===== src/rtl/aes_key_expand_if.sv =====
// Round-key stream between the key expander (master) and the AES round datapath (slave).
// The master holds round_key/rk_idx/rk_last stable while rk_valid is high and rk_ready is low.
interface aes_key_expand_if;
  logic [127:0] round_key;
  logic [3:0]   rk_idx;
  logic         rk_valid;
  logic         rk_ready;
  logic         rk_last;

  modport master (output round_key, rk_idx, rk_valid, rk_last, input rk_ready);
  modport slave  (input round_key, rk_idx, rk_valid, rk_last, output rk_ready);
endinterface


===== src/rtl/aes_key_expand.sv =====
// Word-serial AES-128/192/256 key expansion that streams round keys 0..Nr with backpressure.
// Optional AES_KEY_STORE_EN keeps a 15-entry round-key store readable through rd_idx/rd_key.
module aes_key_expand #(
  parameter int MAX_NK = 8
) (
  input  logic             clk,
  input  logic             nrst,
  input  logic             start,
  input  logic [1:0]       mode,
  input  logic [255:0]     key,
  output logic             busy,
  output logic             done,
  output logic             err,
  input  logic [3:0]       rd_idx,
  output logic [127:0]     rd_key,
  aes_key_expand_if.master rk
);
  typedef enum logic {IDLE, EXPAND} state_e;

  localparam logic [3:0] MAX_NK_W = 4'(MAX_NK);
  localparam logic [2047:0] SBOX = {
    128'h637c777bf26b6fc53001672bfed7ab76, 128'hca82c97dfa5947f0add4a2af9ca472c0,
    128'hb7fd9326363ff7cc34a5e5f171d83115, 128'h04c723c31896059a071280e2eb27b275,
    128'h09832c1a1b6e5aa0523bd6b329e32f84, 128'h53d100ed20fcb15b6acbbe394a4c58cf,
    128'hd0efaafb434d338545f9027f503c9fa8, 128'h51a3408f929d38f5bcb6da2110fff3d2,
    128'hcd0c13ec5f974417c4a77e3d645d1973, 128'h60814fdc222a908846eeb814de5e0bdb,
    128'he0323a0a4906245cc2d3ac629195e479, 128'he7c8376d8dd54ea96c56f4ea657aae08,
    128'hba78252e1ca6b4c6e8dd741f4bbd8b8a, 128'h703eb5664803f60e613557b986c11d9e,
    128'he1f8981169d98e949b1e87e9ce5528df, 128'h8ca1890dbfe6426841992d0fb054bb16};

  // Entry x sits at bit 8*(255-x), and 255-x is simply ~x for a byte.
  function automatic logic [7:0] sbox(input logic [7:0] x);
    return SBOX[{~x, 3'b000} +: 8];
  endfunction

  function automatic logic [31:0] subword(input logic [31:0] w);
    return {sbox(w[31:24]), sbox(w[23:16]), sbox(w[15:8]), sbox(w[7:0])};
  endfunction

  function automatic logic [7:0] xtime(input logic [7:0] x);
    return {x[6:0], 1'b0} ^ (x[7] ? 8'h1b : 8'h00);
  endfunction

  state_e         state_q, state_d;
  logic [255:0]   key_q, key_d;
  logic [3:0]     nk_q, nk_d, nr_q, nr_d;
  logic [31:0]    win_q [MAX_NK];
  logic [31:0]    win_d [MAX_NK];
  logic [5:0]     wi_q, wi_d;
  logic [2:0]     wmod_q, wmod_d;
  logic [7:0]     rcon_q, rcon_d;
  logic [31:0]    col_q [4];
  logic [31:0]    col_d [4];
  logic [2:0]     col_cnt_q, col_cnt_d;
  logic [3:0]     rk_idx_q, rk_idx_d;
  logic           done_q, done_d, err_q, err_d;

  logic [3:0]     nk_sel, nr_sel;
  logic [5:0]     n_words;
  logic [31:0]    key_word, w_back, t, word;
  logic           start_ok, rk_valid, last, hs, gen, from_key;

  always_comb begin
    nk_sel   = 4'd4 + {1'b0, mode, 1'b0};
    nr_sel   = nk_sel + 4'd6;
    start_ok = (mode != 2'd3) && (nk_sel <= MAX_NK_W);

    rk_valid = (col_cnt_q == 3'd4);
    last     = rk_valid && (rk_idx_q == nr_q);
    hs       = rk_valid && rk.rk_ready;
    n_words  = {nr_q + 4'd1, 2'b00};
    // A handshake frees the collector this cycle, so only a refused full collector stalls.
    gen      = (state_q == EXPAND) && (wi_q < n_words) && (!rk_valid || rk.rk_ready);
    from_key = (wi_q < {2'b00, nk_q});

    key_word = '0;
    for (int k = 0; k < 8; k++)
      if (wi_q == 6'(k)) key_word = key_q[255-32*k -: 32];
    w_back = '0;
    for (int k = 0; k < MAX_NK; k++)
      if (4'(k) == nk_q - 4'd1) w_back = win_q[k];

    t = win_q[0];
    if (wmod_q == 3'd0)
      t = subword({win_q[0][23:0], win_q[0][31:24]}) ^ {rcon_q, 24'h0};
    else if (nk_q == 4'd8 && wmod_q == 3'd4)
      t = subword(win_q[0]);
    word = from_key ? key_word : (w_back ^ t);
  end

  always_comb begin
    state_d   = state_q;
    key_d     = key_q;
    nk_d      = nk_q;
    nr_d      = nr_q;
    win_d     = win_q;
    wi_d      = wi_q;
    wmod_d    = wmod_q;
    rcon_d    = rcon_q;
    col_d     = col_q;
    col_cnt_d = col_cnt_q;
    rk_idx_d  = rk_idx_q;
    done_d    = 1'b0;
    err_d     = 1'b0;
    case (state_q)
      IDLE: begin
        if (start && start_ok) begin
          state_d   = EXPAND;
          key_d     = key;
          nk_d      = nk_sel;
          nr_d      = nr_sel;
          wi_d      = '0;
          wmod_d    = '0;
          rcon_d    = 8'h01;
          col_cnt_d = '0;
          rk_idx_d  = '0;
        end else if (start) begin
          err_d = 1'b1;
        end
      end
      EXPAND: begin
        if (gen) begin
          wi_d   = wi_q + 6'd1;
          // nk_q[2:0] - 1 is 3/5/7 for Nk = 4/6/8.
          wmod_d = (wmod_q == nk_q[2:0] - 3'd1) ? 3'd0 : wmod_q + 3'd1;
          if (wmod_q == 3'd0 && !from_key) rcon_d = xtime(rcon_q);
          win_d[0] = word;
          for (int k = 1; k < MAX_NK; k++) win_d[k] = win_q[k-1];
          col_d[0] = col_q[1];
          col_d[1] = col_q[2];
          col_d[2] = col_q[3];
          col_d[3] = word;
        end
        if (hs)       col_cnt_d = gen ? 3'd1 : 3'd0;
        else if (gen) col_cnt_d = col_cnt_q + 3'd1;
        if (hs) begin
          rk_idx_d = last ? 4'd0 : rk_idx_q + 4'd1;
          if (last) begin
            state_d = IDLE;
            done_d  = 1'b1;
          end
        end
      end
      default: state_d = IDLE;
    endcase
  end

  always_ff @(posedge clk or negedge nrst) begin
    if (!nrst) begin
      state_q   <= IDLE;
      key_q     <= '0;
      nk_q      <= '0;
      nr_q      <= '0;
      win_q     <= '{default: '0};
      wi_q      <= '0;
      wmod_q    <= '0;
      rcon_q    <= '0;
      col_q     <= '{default: '0};
      col_cnt_q <= '0;
      rk_idx_q  <= '0;
      done_q    <= 1'b0;
      err_q     <= 1'b0;
    end else begin
      state_q   <= state_d;
      key_q     <= key_d;
      nk_q      <= nk_d;
      nr_q      <= nr_d;
      win_q     <= win_d;
      wi_q      <= wi_d;
      wmod_q    <= wmod_d;
      rcon_q    <= rcon_d;
      col_q     <= col_d;
      col_cnt_q <= col_cnt_d;
      rk_idx_q  <= rk_idx_d;
      done_q    <= done_d;
      err_q     <= err_d;
    end
  end

  assign busy         = (state_q == EXPAND);
  assign done         = done_q;
  assign err          = err_q;
  assign rk.rk_valid  = rk_valid;
  assign rk.rk_last   = last;
  assign rk.rk_idx    = rk_idx_q;
  assign rk.round_key = rk_valid ? {col_q[0], col_q[1], col_q[2], col_q[3]} : '0;

`ifdef AES_KEY_STORE_EN
  // Kept across starts so a decryptor can read the schedule back in reverse.
  logic [127:0] store_q [15];
  logic [127:0] rd_key_q, rd_key_d;

  always_comb rd_key_d = (rd_idx > 4'd14) ? '0 : store_q[rd_idx];

  always_ff @(posedge clk or negedge nrst) begin
    if (!nrst) begin
      store_q  <= '{default: '0};
      rd_key_q <= '0;
    end else begin
      if (hs) store_q[rk_idx_q] <= rk.round_key;
      rd_key_q <= rd_key_d;
    end
  end

  assign rd_key = rd_key_q;
`else
  logic unused_rd_idx;
  assign unused_rd_idx = ^rd_idx;
  assign rd_key        = '0;
`endif
endmodule


===== src/flat_wrapper.sv =====
// flat-port wrapper written by rule: the top's interface ports become plain ports
module aes_key_expand_flat 
#(
  parameter int MAX_NK = 8
)
  (clk, nrst, start, mode, key, busy, done, err, rd_idx, rd_key, rk_round_key, rk_rk_idx, rk_rk_valid, rk_rk_last, rk_rk_ready);
  aes_key_expand_if rk_i ();
  input  logic clk;
  input  logic nrst;
  input  logic start;
  input  logic [1:0] mode;
  input  logic [255:0] key;
  output logic busy;
  output logic done;
  output logic err;
  input  logic [3:0] rd_idx;
  output logic [127:0] rd_key;
  output wire logic [$bits(rk_i.round_key)-1:0] rk_round_key;
  output wire logic [$bits(rk_i.rk_idx)-1:0] rk_rk_idx;
  output wire logic [$bits(rk_i.rk_valid)-1:0] rk_rk_valid;
  output wire logic [$bits(rk_i.rk_last)-1:0] rk_rk_last;
  input wire logic [$bits(rk_i.rk_ready)-1:0] rk_rk_ready;
  assign rk_round_key = rk_i.round_key;
  assign rk_rk_idx = rk_i.rk_idx;
  assign rk_rk_valid = rk_i.rk_valid;
  assign rk_rk_last = rk_i.rk_last;
  assign rk_i.rk_ready = rk_rk_ready;
  aes_key_expand #(.MAX_NK(MAX_NK)) u_core (.clk(clk), .nrst(nrst), .start(start), .mode(mode), .key(key), .busy(busy), .done(done), .err(err), .rd_idx(rd_idx), .rd_key(rd_key), .rk(rk_i));
endmodule

===== config.mk =====
export PLATFORM = sky130hd
export DESIGN_NAME = aes_key_expand_flat
export DESIGN_NICKNAME = d
export VERILOG_FILES = /design/src/rtl/aes_key_expand_if.sv /design/src/rtl/aes_key_expand.sv /design/src/flat_wrapper.sv
export SDC_FILE = /design/constraint.sdc
export NUM_CORES = 2
export LEC_CHECK = 0
export CAP_MARGIN = 20
export CORE_MARGIN = 1
export CORE_UTILIZATION = 30
export CTS_CLUSTER_DIAMETER = 40
export CTS_CLUSTER_SIZE = 40
export DETAILED_ROUTE_END_ITERATION = 12
export PLACE_DENSITY = 0.56
export SLEW_MARGIN = 20
export SYNTH_ARGS = -nofsm -noshare
export SYNTH_HDL_FRONTEND = slang
export SYNTH_SLANG_ARGS = --single-unit

===== constraint.sdc =====
create_clock -name clk -period 11.4 [get_ports clk]
set_clock_uncertainty 0.05 [all_clocks]
set_input_delay 2.85 -clock clk [delete_from_list [all_inputs] [get_ports clk]]
set_output_delay 2.85 -clock clk [all_outputs]
set_load 0.05 [all_outputs]

==> qor.txt <==
Fill cells -> 13770
Net Sw Frac -> 0.5355
data arrival time of the critical path -> 4.43 ns
first-pass GRT wire length -> 269200 um
Pint -> 7971 uW
vias in the first global route -> 38890
crit-path leading delay family -> buffers and inverters
Sequential Power Share -> 0.208
top_reg_cell synth -> dfrtp_1
Starting Density -> 0.3028
row count -> 133
Core ar. -> 0.1316 mm2
Clk pin slew, worst setup/hold paths -> 0.06 ns
critical path type -> flop to primary output
clk buf depth -> 3
Sw Pwr -> 9188 uW
hold path cells -> 2
ANT nets after route -> 0
# hold bufs at CTS -> 0
Die Area -> 0.1343 mm2
hold_sp -> u_core.win_q[57]$_DFFE_PN0P_
Synth area leaders -> dfrtp_1 34%, nand2_1 15%, o21ai_0 3.8%
H-tree level count -> 3
fin cells -> 7214
crit path launch type -> flop
Critical-path top delay cell -> clkdlybuf4s50_1
# port buffers -> 398
CTS sink count -> 545
Synth top cells by count -> 1601 x nand2_1, 545 x dfrtp_1, 346 x clkbuf_1, 305 x o21ai_0, 255 x a21oi_1
Num CTS Buffers -> 95
status -> finished clean
CP peak stage delay -> 0.92 ns
vias per cell -> 5.714
syn avg cell area -> 7.558 um2
Fmax -> 0.1364 GHz
Post-Layout Inst Area -> 0.04786 mm2
largest net degree at the start of global routing -> 219
Final Hold Viols -> 0
RSZ-0062 raised after global routing -> false
CTS tree -> yes
Cells after DPL -> 7032
overall die height -> 366.5 um
FF+latch area -> 0.01367 mm2
reg2reg end -> u_core.win_q[242]$_DFFE_PN0P_
DR pass1 iterations -> 9
Leakage Power -> 0.02129 uW
Post-CTS Setup Repair Bufs -> 0
Synth top area share -> 0.3421
initial antenna violation count -> 19
worst slew pin tran -> 1.206 ns
FF-to-FF Start -> u_core.win_q[233]$_DFFE_PN0P_
GRT overflow -> 0
R2R cell count -> 12
post-synth top area cell -> dfrtp_1
CP max FO -> 97
Final Slew Violations -> 0
CP required -> 8.50 ns
Multi-input gate area -> 0.02355 mm2
final WL -> 185000 um
combinational power share -> 0.615
peak supply drop -> 408.5 uV
worst skew pair latency -> 0.75 ns
Power Dens Cells -> 358.5 mW/mm2
R2R setup slack -> 5.75 ns
vias -> 41220
Critical Path Sink Type -> primary output
share of cells above drive strength 1 -> 0.07699
Worst Hold Path EP -> u_core.win_q[25]$_DFFE_PN0P_
clock root cell -> clkbuf_16
top-count cell post-synth -> nand2_1
setup TNS -> 0 ns
critical path cell sequence -> inv_1 -> ha_2 -> buf_4 -> nand2_2 -> nor2_1 -> clkdlybuf4s50_1
final hold slack -> 0.3748 ns
buffer and inverter count on the worst path -> 3
# DRC -> 0
Distinct cells, synth -> 93
setup violators final -> 0
Post-synth ARST share -> 1.000
flops & latches, synth -> 545
max-cap viol count -> 0
number of synthesized flops with an enable pin -> 0
post-DP HPWL -> 129900 um
sequential element share of the synthesized area -> 0.3421
Tcrit/Tclk final -> 0.6432
Top-Level Pins -> 531
gp weighted congestion -> 1.004
Post-Place Cell Area -> 0.04445 mm2
WL/cell -> 25.64 um
clock power share -> 0.176
worst hold path type -> flop to flop
nets -> 5718
DRT iter0 DRCs -> 5382
global-route usage over all layers -> 0.2656
Syn Std Cell Area -> 0.03986 mm2
cells after synthesis -> 5274
DIE WIDTH -> 366.5 um
yosys warns -> 0
Area growth, synth to finish -> 20.07%
Final min period -> 7.333 ns
CTS resizes -> 0
slew margin rel. -> 0.1949
## power by group through the flow
stage	Combinational [uW]	Clock (uW)	Sequential, uW
after global routing	11200	3150	3660
after floorplan	7010	0	3180
after global placement	10300	0	3570
after detailed placement	10200	0	3590
final	10600	3030	3570
after CTS	10300	3070	3560
## worst register-to-register path, cell delays in order (launching register included)
cell and delay (ns):
dfrtp_1 0.31, buf_4 0.45, clkinv_1 0.77, ha_1 0.88, nor2_1 0.80, nor2_1 0.08, o311ai_1 0.31, a21oi_1 0.13
nor4_1 0.68, o21ai_1 0.25, a221oi_1 0.34, xnor2_1 0.13, a221o_1 0.32
## sequential cells by signal, summed over array words and instances (netlist names)
signal and flops:
u_core.key_q 256, u_core.win_q 256, u_core.rcon_q 8, u_core.wi_q 6
u_core.rk.rk_idx 4, u_core.col_cnt_q 3, u_core.nk_q 3, u_core.nr_q 3
u_core.wmod_q 3, u_core.busy 1, u_core.done 1, u_core.err 1
## per-layer routing
metal / share of wire / GRT usage / vias to the layer above
li1: - / - / 18460
met1: 0.41 / 0.3513 / 20000
met2: 0.43 / 0.3964 / 2296
met3: 0.10 / 0.07338 / 444
met4: 0.054 / 0.1307 / 24
met5: 0.00086 / 0 / -
## logic make-up (layout without fill, tap and decap cells)
kind of cell               Yosys count  in the layout  share of synthesized area
buffers and inverters              681            735                    0.08041
muxes                              103            103                    0.04589
and+or+nand+nor                   2559           2559                     0.2817
AOI/OAI and AO/OA                 1265           1265                     0.2160
other                                1            132                 0.00009407
DFF                                545            545                     0.3421
xor gates and xnor gates            41             41                   0.009008
adders and majority gates           79             79                    0.02473
## stage by stage
step	total power, uW	utilization	worst slack [ns]
floorplan	10190	-	6.465
global placement	13840	0.3377	4.915
detailed placement	13800	0.3377	4.865
CTS	16900	0.3635	4.068
global route	18050	0.3636	3.807
finish	17160	0.3636	4.067
## area by class of cell
type	instances	area share
Timing Repair Buffer	500	0.1009
Clock inverter	65	0.01778
Sequential cell	545	0.2855
Inverter	57	0.004470
Antenna cell	4	0.0002091
Clock buffer	113	0.05317
Multi-Input combinational cell	4175	0.4921
Tap cell	1755	0.04588
## placed cells by master (no fill, tap or decap), types with 66 or more instances in the layout
| cell type | n |
|---|---|
| dfrtp_1 | 531 |
| o21ai_0 | 305 |
| and3_1 | 124 |
| conb_1 | 128 |
| nor3_1 | 111 |
| buf_4 | 96 |
| nor2b_1 | 110 |
| o211ai_1 | 66 |
| nand2b_1 | 110 |
| clkbuf_16 | 95 |
| a221oi_1 | 80 |
| clkdlybuf4s50_1 | 397 |
| nand2_1 | 1600 |
| a21oi_1 | 255 |
| ha_1 | 77 |
| nor2_1 | 241 |
| nand3_1 | 92 |
## how the worst max path moves through the flow
stage | startpoint | endpoint | slack (ns) | cells after the start
after detailed placement | u_core.col_cnt_q[0]$_DFFE_PN0P_ | rk_round_key[28] | 4.86 | 6
final | u_core.col_cnt_q[0]$_DFFE_PN0P_ | rk_round_key[28] | 4.07 | 6
after CTS | u_core.col_cnt_q[0]$_DFFE_PN0P_ | rk_round_key[28] | 4.07 | 6
after global placement | u_core.col_cnt_q[0]$_DFFE_PN0P_ | rk_round_key[28] | 4.91 | 6
after global routing | u_core.col_cnt_q[0]$_DFFE_PN0P_ | rk_round_key[28] | 3.81 | 6
after floorplan | u_core.win_q[226]$_DFFE_PN0P_ | rk_round_key[2] | 6.47 | 6
(Power assumes the default switching activity.)
